$ cat config.mk
export PLATFORM = sky130hd
export DESIGN_NAME = ps2_rx_fifo
export DESIGN_NICKNAME = d
export VERILOG_FILES = /design/src/rtl/ps2_rx_fifo.sv
export SDC_FILE = /design/constraint.sdc
export NUM_CORES = 1
export LEC_CHECK = 0
export BUFFER_PORTS_ARGS = -buffer_cell sky130_fd_sc_hd__buf_2
export CORE_ASPECT_RATIO = 0.8
export CORE_UTILIZATION = 61
export DETAILED_ROUTE_END_ITERATION = 10
export GPL_TIMING_DRIVEN = 0
export MAX_ROUTING_LAYER = met4
export PLACE_DENSITY = 0.75
export SYNTH_ARGS = -nofsm -noshare
export SYNTH_HDL_FRONTEND = slang
export SYNTH_SLANG_ARGS = --single-unit
$ cat constraint.sdc
create_clock -name clk -period 3.1 [get_ports clk]
set_input_delay 0.155 -clock clk [delete_from_list [all_inputs] [get_ports clk]]
set_output_delay 0.155 -clock clk [all_outputs]
set_load 0.02 [all_outputs]
$ cat src/rtl/ps2_rx_fifo.sv
`default_nettype none
// ============================================================================
// Module   : ps2_rx_fifo
// Brief    : PS/2 device-to-host receiver with glitch filters, frame checks,
//            stall timeout and a valid/ready output FIFO.
// Revision : 1.0 - initial release
// ============================================================================
module ps2_rx_fifo #(
    parameter int FILTER_LEN     = 4,
    parameter int TIMEOUT_CYCLES = 5000,
    parameter int FIFO_AW        = 3
) (
    input  logic               clk,
    input  logic               rst,
    input  logic               ps2_clk,
    input  logic               ps2_data,
    input  logic               rd_ready,
    output logic [7:0]         rd_data,
    output logic               rd_valid,
    output logic [FIFO_AW:0]   fifo_level,
    output logic               parity_err,
    output logic               frame_err,
    output logic               timeout_err,
    output logic               overflow
);

    localparam int                c_depth_i = 2 ** FIFO_AW;
    localparam logic [FIFO_AW:0]  c_depth   = (FIFO_AW + 1)'(c_depth_i);
    localparam int                c_to_w    = $clog2(TIMEOUT_CYCLES + 1);
    localparam logic [c_to_w-1:0] c_to_last = c_to_w'(TIMEOUT_CYCLES - 1);
    localparam logic [3:0]        c_flt_top = 4'(FILTER_LEN - 1);

    typedef enum logic [1:0] {
        S_IDLE   = 2'd0,
        S_DATA   = 2'd1,
        S_PARITY = 2'd2,
        S_STOP   = 2'd3
    } state_t;

    // Index 0 carries the PS/2 clock line, index 1 the data line.
    logic [1:0] w_pin;
    logic [1:0] r_sync1;
    logic [1:0] r_sync2;
    logic [1:0] r_filt;
    logic [3:0] r_fcnt [2];

    assign w_pin = {ps2_data, ps2_clk};

    genvar gi;
    generate
        for (gi = 0; gi < 2; gi++) begin : g_filter
            always_ff @(posedge clk or negedge rst) begin
                if (!rst) begin
                    r_sync1[gi] <= 1'b1;
                    r_sync2[gi] <= 1'b1;
                    r_filt[gi]  <= 1'b1;
                    r_fcnt[gi]  <= 4'd0;
                end else begin
                    r_sync1[gi] <= w_pin[gi];
                    r_sync2[gi] <= r_sync1[gi];
                    // Change only after FILTER_LEN consecutive disagreeing samples.
                    if (r_sync2[gi] == r_filt[gi]) begin
                        r_fcnt[gi] <= 4'd0;
                    end else if (r_fcnt[gi] == c_flt_top) begin
                        r_filt[gi] <= r_sync2[gi];
                        r_fcnt[gi] <= 4'd0;
                    end else begin
                        r_fcnt[gi] <= r_fcnt[gi] + 4'd1;
                    end
                end
            end
        end
    endgenerate

    logic r_clk_prev;
    logic w_fall;
    logic w_bit;

    assign w_fall = r_clk_prev & ~r_filt[0];
    assign w_bit  = r_filt[1];

    state_t              r_state;
    state_t              w_state_nxt;
    logic [2:0]          r_bit_cnt;
    logic [7:0]          r_shift;
    logic                r_par;
    logic [c_to_w-1:0]   r_to_cnt;
    logic                w_timeout;
    logic                r_push;
    logic                r_perr;
    logic                r_ferr;
    logic                r_terr;

    assign w_timeout = (r_state != S_IDLE) && !w_fall && (r_to_cnt == c_to_last);

    always_comb begin
        w_state_nxt = r_state;
        if (w_timeout) begin
            w_state_nxt = S_IDLE;
        end else if (w_fall) begin
            case (r_state)
                S_IDLE:   if (!w_bit) w_state_nxt = S_DATA;
                S_DATA:   if (r_bit_cnt == 3'd7) w_state_nxt = S_PARITY;
                S_PARITY: w_state_nxt = S_STOP;
                S_STOP:   w_state_nxt = S_IDLE;
                default:  w_state_nxt = S_IDLE;
            endcase
        end
    end

    always_ff @(posedge clk or negedge rst) begin
        if (!rst) begin
            r_state    <= S_IDLE;
            r_clk_prev <= 1'b1;
        end else begin
            r_state    <= w_state_nxt;
            r_clk_prev <= r_filt[0];
        end
    end

    always_ff @(posedge clk or negedge rst) begin
        if (!rst) begin
            r_bit_cnt <= 3'd0;
            r_shift   <= 8'd0;
            r_par     <= 1'b0;
            r_to_cnt  <= '0;
            r_push    <= 1'b0;
            r_perr    <= 1'b0;
            r_ferr    <= 1'b0;
            r_terr    <= 1'b0;
        end else begin
            r_push <= 1'b0;
            r_perr <= 1'b0;
            r_ferr <= 1'b0;
            r_terr <= w_timeout;

            if (r_state == S_IDLE || w_fall || w_timeout) begin
                r_to_cnt <= '0;
            end else begin
                r_to_cnt <= r_to_cnt + 1'b1;
            end

            if (w_fall && !w_timeout) begin
                case (r_state)
                    S_IDLE: begin
                        if (!w_bit) r_bit_cnt <= 3'd0;
                    end
                    S_DATA: begin
                        r_shift[r_bit_cnt] <= w_bit;
                        r_bit_cnt          <= r_bit_cnt + 3'd1;
                    end
                    S_PARITY: begin
                        r_par <= w_bit;
                    end
                    S_STOP: begin
                        // Stop-bit error outranks parity; odd parity expected.
                        if (!w_bit) begin
                            r_ferr <= 1'b1;
                        end else if (^{r_shift, r_par} == 1'b0) begin
                            r_perr <= 1'b1;
                        end else begin
                            r_push <= 1'b1;
                        end
                    end
                    default: ;
                endcase
            end
        end
    end

    assign parity_err  = r_perr;
    assign frame_err   = r_ferr;
    assign timeout_err = r_terr;

    logic [7:0]         r_mem [c_depth_i];
    logic [FIFO_AW-1:0] r_wr_ptr;
    logic [FIFO_AW-1:0] r_rd_ptr;
    logic [FIFO_AW:0]   r_level;
    logic [7:0]         r_hold;
    logic               w_full;
    logic               w_pop;
    logic               w_wr;

    assign rd_valid   = (r_level != '0);
    assign w_full     = (r_level == c_depth);
    assign w_pop      = rd_valid & rd_ready;
    assign w_wr       = r_push & (~w_full | w_pop);
    assign overflow   = r_push & w_full & ~w_pop;
    assign fifo_level = r_level;
    assign rd_data    = rd_valid ? r_mem[r_rd_ptr] : r_hold;

    always_ff @(posedge clk) begin
        if (w_wr) r_mem[r_wr_ptr] <= r_shift;
    end

    always_ff @(posedge clk or negedge rst) begin
        if (!rst) begin
            r_wr_ptr <= '0;
            r_rd_ptr <= '0;
            r_level  <= '0;
            r_hold   <= 8'd0;
        end else begin
            // Remember the visible head so rd_data is stable once drained.
            if (rd_valid) r_hold <= r_mem[r_rd_ptr];
            if (w_wr)  r_wr_ptr <= r_wr_ptr + 1'b1;
            if (w_pop) r_rd_ptr <= r_rd_ptr + 1'b1;
            case ({w_wr, w_pop})
                2'b10:   r_level <= r_level + 1'b1;
                2'b01:   r_level <= r_level - 1'b1;
                default: r_level <= r_level;
            endcase
        end
    end

endmodule
`default_nettype wire

==> results.rst <==
.. list-table::
   :header-rows: 1

   * - Metric
     - Value
   * - Run status
     - complete, no violations
   * - Max-Cap Viols
     - 0
   * - Worst-Margin Slew
     - approximately 1200 ps
   * - Most common flop cell mapped by yosys
     - edfxtp_1
   * - Register area share after synthesis
     - about 65%
   * - Maximum VDD drop
     - 0.560 mV
   * - Clock tree root driver cell
     - clkbuf_8
   * - Number of antenna violations at the first check in global routing
     - 0
   * - Netlist area before placement
     - 5400 µm²
   * - Synthesized flop and latch total
     - 128
   * - Slowest stage cell on the critical path
     - clkbuf_1
   * - RSZ-0062 raised after global routing
     - no
   * - Chain of cells forming the critical path
     - clkbuf_1, clkbuf_1, mux4_2, mux2i_1, a21oi_1, buf_2
   * - Buffer and inverter count on the worst path
     - 3
   * - Total congestion overflow after global routing
     - 0
   * - Worst stage delay on the critical path
     - about 560 ps
   * - Signal arrival time at the worst endpoint
     - 2700 ps
   * - Syn avg cell area
     - approximately 15 µm²
   * - Clock latency of the later-clocked register in the worst-skew pair
     - 520 ps
   * - Post-Synthesis Net Count
     - between 300 and 400
   * - Die footprint
     - 9240 µm²
   * - Family of cells with the greatest summed delay on the critical path
     - buffers and inverters
   * - Largest net degree at the start of global routing
     - 65
   * - Fmax achieved
     - 351 MHz
   * - Avg Vias per Cell
     - 5.68
   * - Mux contribution to synthesized area
     - a little over a tenth
   * - Async set or reset register ratio after synthesis
     - 50.0%
   * - Port Buffers
     - 21
   * - Max Buffers Root-to-Sink
     - 2
   * - Clock buffers created by TritonCTS
     - 17
   * - Critical Path Start Type
     - flip-flop
   * - Static power due to leakage
     - 2.40 nW
   * - Vias in the first global route
     - 3187
   * - Initial standard-cell utilization of the core
     - 63.4%
   * - Req. time, crit path
     - 2940 ps
   * - Number of cell rows
     - 30
   * - Number of top-level pins
     - 22
   * - Crit share post-route
     - 92.0%
   * - Power density cells
     - just over 900 nW/µm²
   * - Crit-path most repeated cell
     - clkbuf_1
   * - Total routing usage reported by global routing
     - between 20% and 30%
   * - Half-perimeter wire length of the detailed placement result
     - 6090 µm
   * - First element of the critical path
     - r_rd_ptr[1]
   * - Kind of capture point of the worst setup path
     - output port
   * - Final antenna diode count
     - 0
   * - Class of the most critical hold timing path
     - in -> async
   * - CP max FO
     - 10
   * - Number of standard cells after synthesis
     - roughly 370
   * - Tot Pwr
     - between 5 and 6 mW
   * - Clock tree from TritonCTS
     - yes
   * - Number of cells in the finished layout apart from fillers
     - 542
   * - Worst-case clock skew
     - 13.0 ps
   * - Design Area, Final
     - 6230 µm²
   * - Simple-gate share of the synthesized area
     - 10.7%
   * - Instance area at placement
     - roughly 5700 µm²
   * - Beginning of the worst register-to-register path
     - fifo_level[1]
   * - Routed vias
     - 3077
   * - Remaining antenna violation count
     - 0
   * - Vert. Die Dim
     - 86.2 µm
   * - Number of instances in the placed design
     - between 500 and 600
   * - Synth Warn #
     - 0
   * - Post-synthesis share of cell area spent on xor and xnor gates
     - roughly 5%
   * - Largest family of logic cells by synthesized area
     - multiplexers
   * - Area fraction in compound gates after synthesis
     - 3.66%
   * - Count of pins over their slew limit
     - 0
   * - Core area
     - 8520 µm²
   * - CTS sink cnt
     - 128
   * - H-tree depth reported by CTS
     - 4
   * - First-pass GRT wire length
     - around 16000 µm
   * - CTS clock-pin slew for the worst setup and hold paths
     - 60 ps
   * - Post-detailed-routing wire length
     - 9410 µm
   * - Count of cell types in the netlist
     - 45
   * - Crit path kind
     - reg -> out
   * - Final setup slack of the worst path
     - ~250 ps
   * - Final critical delay including setup and external delays
     - approximately 2900 ps
   * - Final sum of negative setup slack
     - 0 ps
   * - Worst rel slew slack
     - between 10% and 20%
   * - Horizontal extent of the die
     - around 110 µm
   * - Number of nets in the final layout
     - roughly 430
   * - Synthesized-area fraction occupied by adder cells
     - 2.78%
   * - Final RePlAce weighted congestion
     - 0.822
   * - Worst slack at placement
     - 139 ps
   * - DR iter-0 viols
     - 169
   * - Number of enable flip-flop cells after synthesis
     - 64
   * - DRC Markers
     - 0
   * - Final hold violations
     - 0
   * - Drt wl/cell
     - 17.4 µm
   * - Number of optimization iterations in the first detailed-route pass
     - 4
   * - Area Overhead vs Synth
     - 15.4%
   * - Layout cell share with drive strength beyond 1
     - a little under a quarter
   * - Final setup violation count
     - 0
## metal layers
metal / GRT usage (%) / vias to the layer above / share of wire, %
met5: - / - / 0
met4: 9.46 / 0 / 1.2
li1: - / 1459 / -
met2: 38.1 / 59 / 50
met1: 29.7 / 1549 / 45
met3: 7.67 / 10 / 3.7
## synthesized netlist by cell type (2+ instances only)
cell	n	area, µm²
nand2b_1	4	25.0
ha_1	12	150
mux4_2	16	360
dfstp_2	7	184
inv_1	6	22.5
edfxtp_1	64	1920
nand3b_1	5	37.5
nand3_1	12	60.1
xor2_1	8	70.1
nor4_1	3	18.8
and3_1	2	12.5
a21oi_1	12	60.1
nor3_1	12	60.1
dfrtp_1	57	1430
nand2_1	23	86.3
nor3b_1	4	30.0
o21ai_0	7	35.0
clkbuf_1	8	30.0
xnor2_1	20	175
nor2b_1	5	31.3
buf_2	4	20.0
mux2_2	10	113
nor2_1	33	124
o22a_1	2	17.5
mux2i_1	12	120
a31oi_1	2	12.5
nand4_1	4	25.0
## cells by family (layout without fill, tap and decap cells)
| logic type | Yosys count | in the layout |
|---|---|---|
| DFF | 128 | 128 |
| and+or+nand+nor | 114 | 114 |
| AOI/OAI and AO/OA | 31 | 31 |
| muxes | 38 | 38 |
| buffers and inverters | 20 | 78 |
| xor gates and xnor gates | 29 | 29 |
| adders and majority gates | 12 | 12 |
## state kept, by name (all words and copies together), names as in the netlist, 3 cells and up
signal / cells
r_shift: 8
r_rd_ptr: 3
r_hold: 8
r_mem: 64
fifo_level: 4
r_to_cnt: 13
r_bit_cnt: 3
r_wr_ptr: 3
r_fcnt: 8
## cell usage in the layout (no fill, tap or decap), drive strengths merged, types with 2 or more instances in the layout
| cell type | n |
|---|---|
| o22a | 2 |
| mux2 | 10 |
| ha | 12 |
| dlygate4sd3 | 4 |
| and3 | 3 |
| nand2 | 23 |
| a31oi | 2 |
| edfxtp | 64 |
| o21ai | 7 |
| nand4 | 4 |
| xor2 | 8 |
| nor2 | 33 |
| a21oi | 12 |
| buf | 28 |
| clkinv | 8 |
| nand3 | 12 |
| or4 | 2 |
| mux4 | 16 |
| nor3 | 13 |
| mux2i | 12 |
| clkinvlp | 6 |
| xnor2 | 20 |
| clkbuf | 26 |
| dfrtp | 57 |
| nand3b | 5 |
| nor3b | 4 |
| nand2b | 4 |
| a21boi | 2 |
| inv | 6 |
| dfstp | 7 |
| nor4 | 3 |
| nor2b | 5 |
## per-stage QoR
step / hold WS (ps) / utilization [%]
after floorplan: -141 / -
after CTS: 15.1 / 72.9
final: 267 / 73.1
after detailed placement: 261 / 66.4
after global placement: 260 / 66.3
after global routing: 260 / 73.1
## what timing repair did
action / CTS / global route
gates resized for setup: 0 / 1
endpoints found under the hold margin: 5 / 57
hold buffers: 3 / 1
setup buffers: 0 / 0
endpoints found under the setup margin: 0 / 8
## layout make-up
cell class,count,area (µm²)
flip-flops and latches,128,3530
fillers,537,2290
multi-input cells,224,1800
clock buffers,18,428
repair buffers,26,155
well taps,112,140
clock inverters,14,95.1
plain buffers,14,61.3
inverters,6,22.5
## worst paths after layout
kind | cells past startpoint | to | slack [ps]
setup / recovery | 6 | rd_data[3] | 250
hold / removal | 2 | fifo_level[1] | 270
setup reg to reg | 5 | r_mem[5][7] | 520
hold reg to reg | 0 | r_sync2[0] | 360
max in group asynchronous | 2 | r_fcnt[3] | 2310
min in group clk | 2 | r_sync1[0] | 280
## power breakdown
group	internal (mW)	switching [mW]
logic	0.762	0.983
clock network	0.993	0.712
registers	2.11	0.230
(Power assumes the default switching activity.)
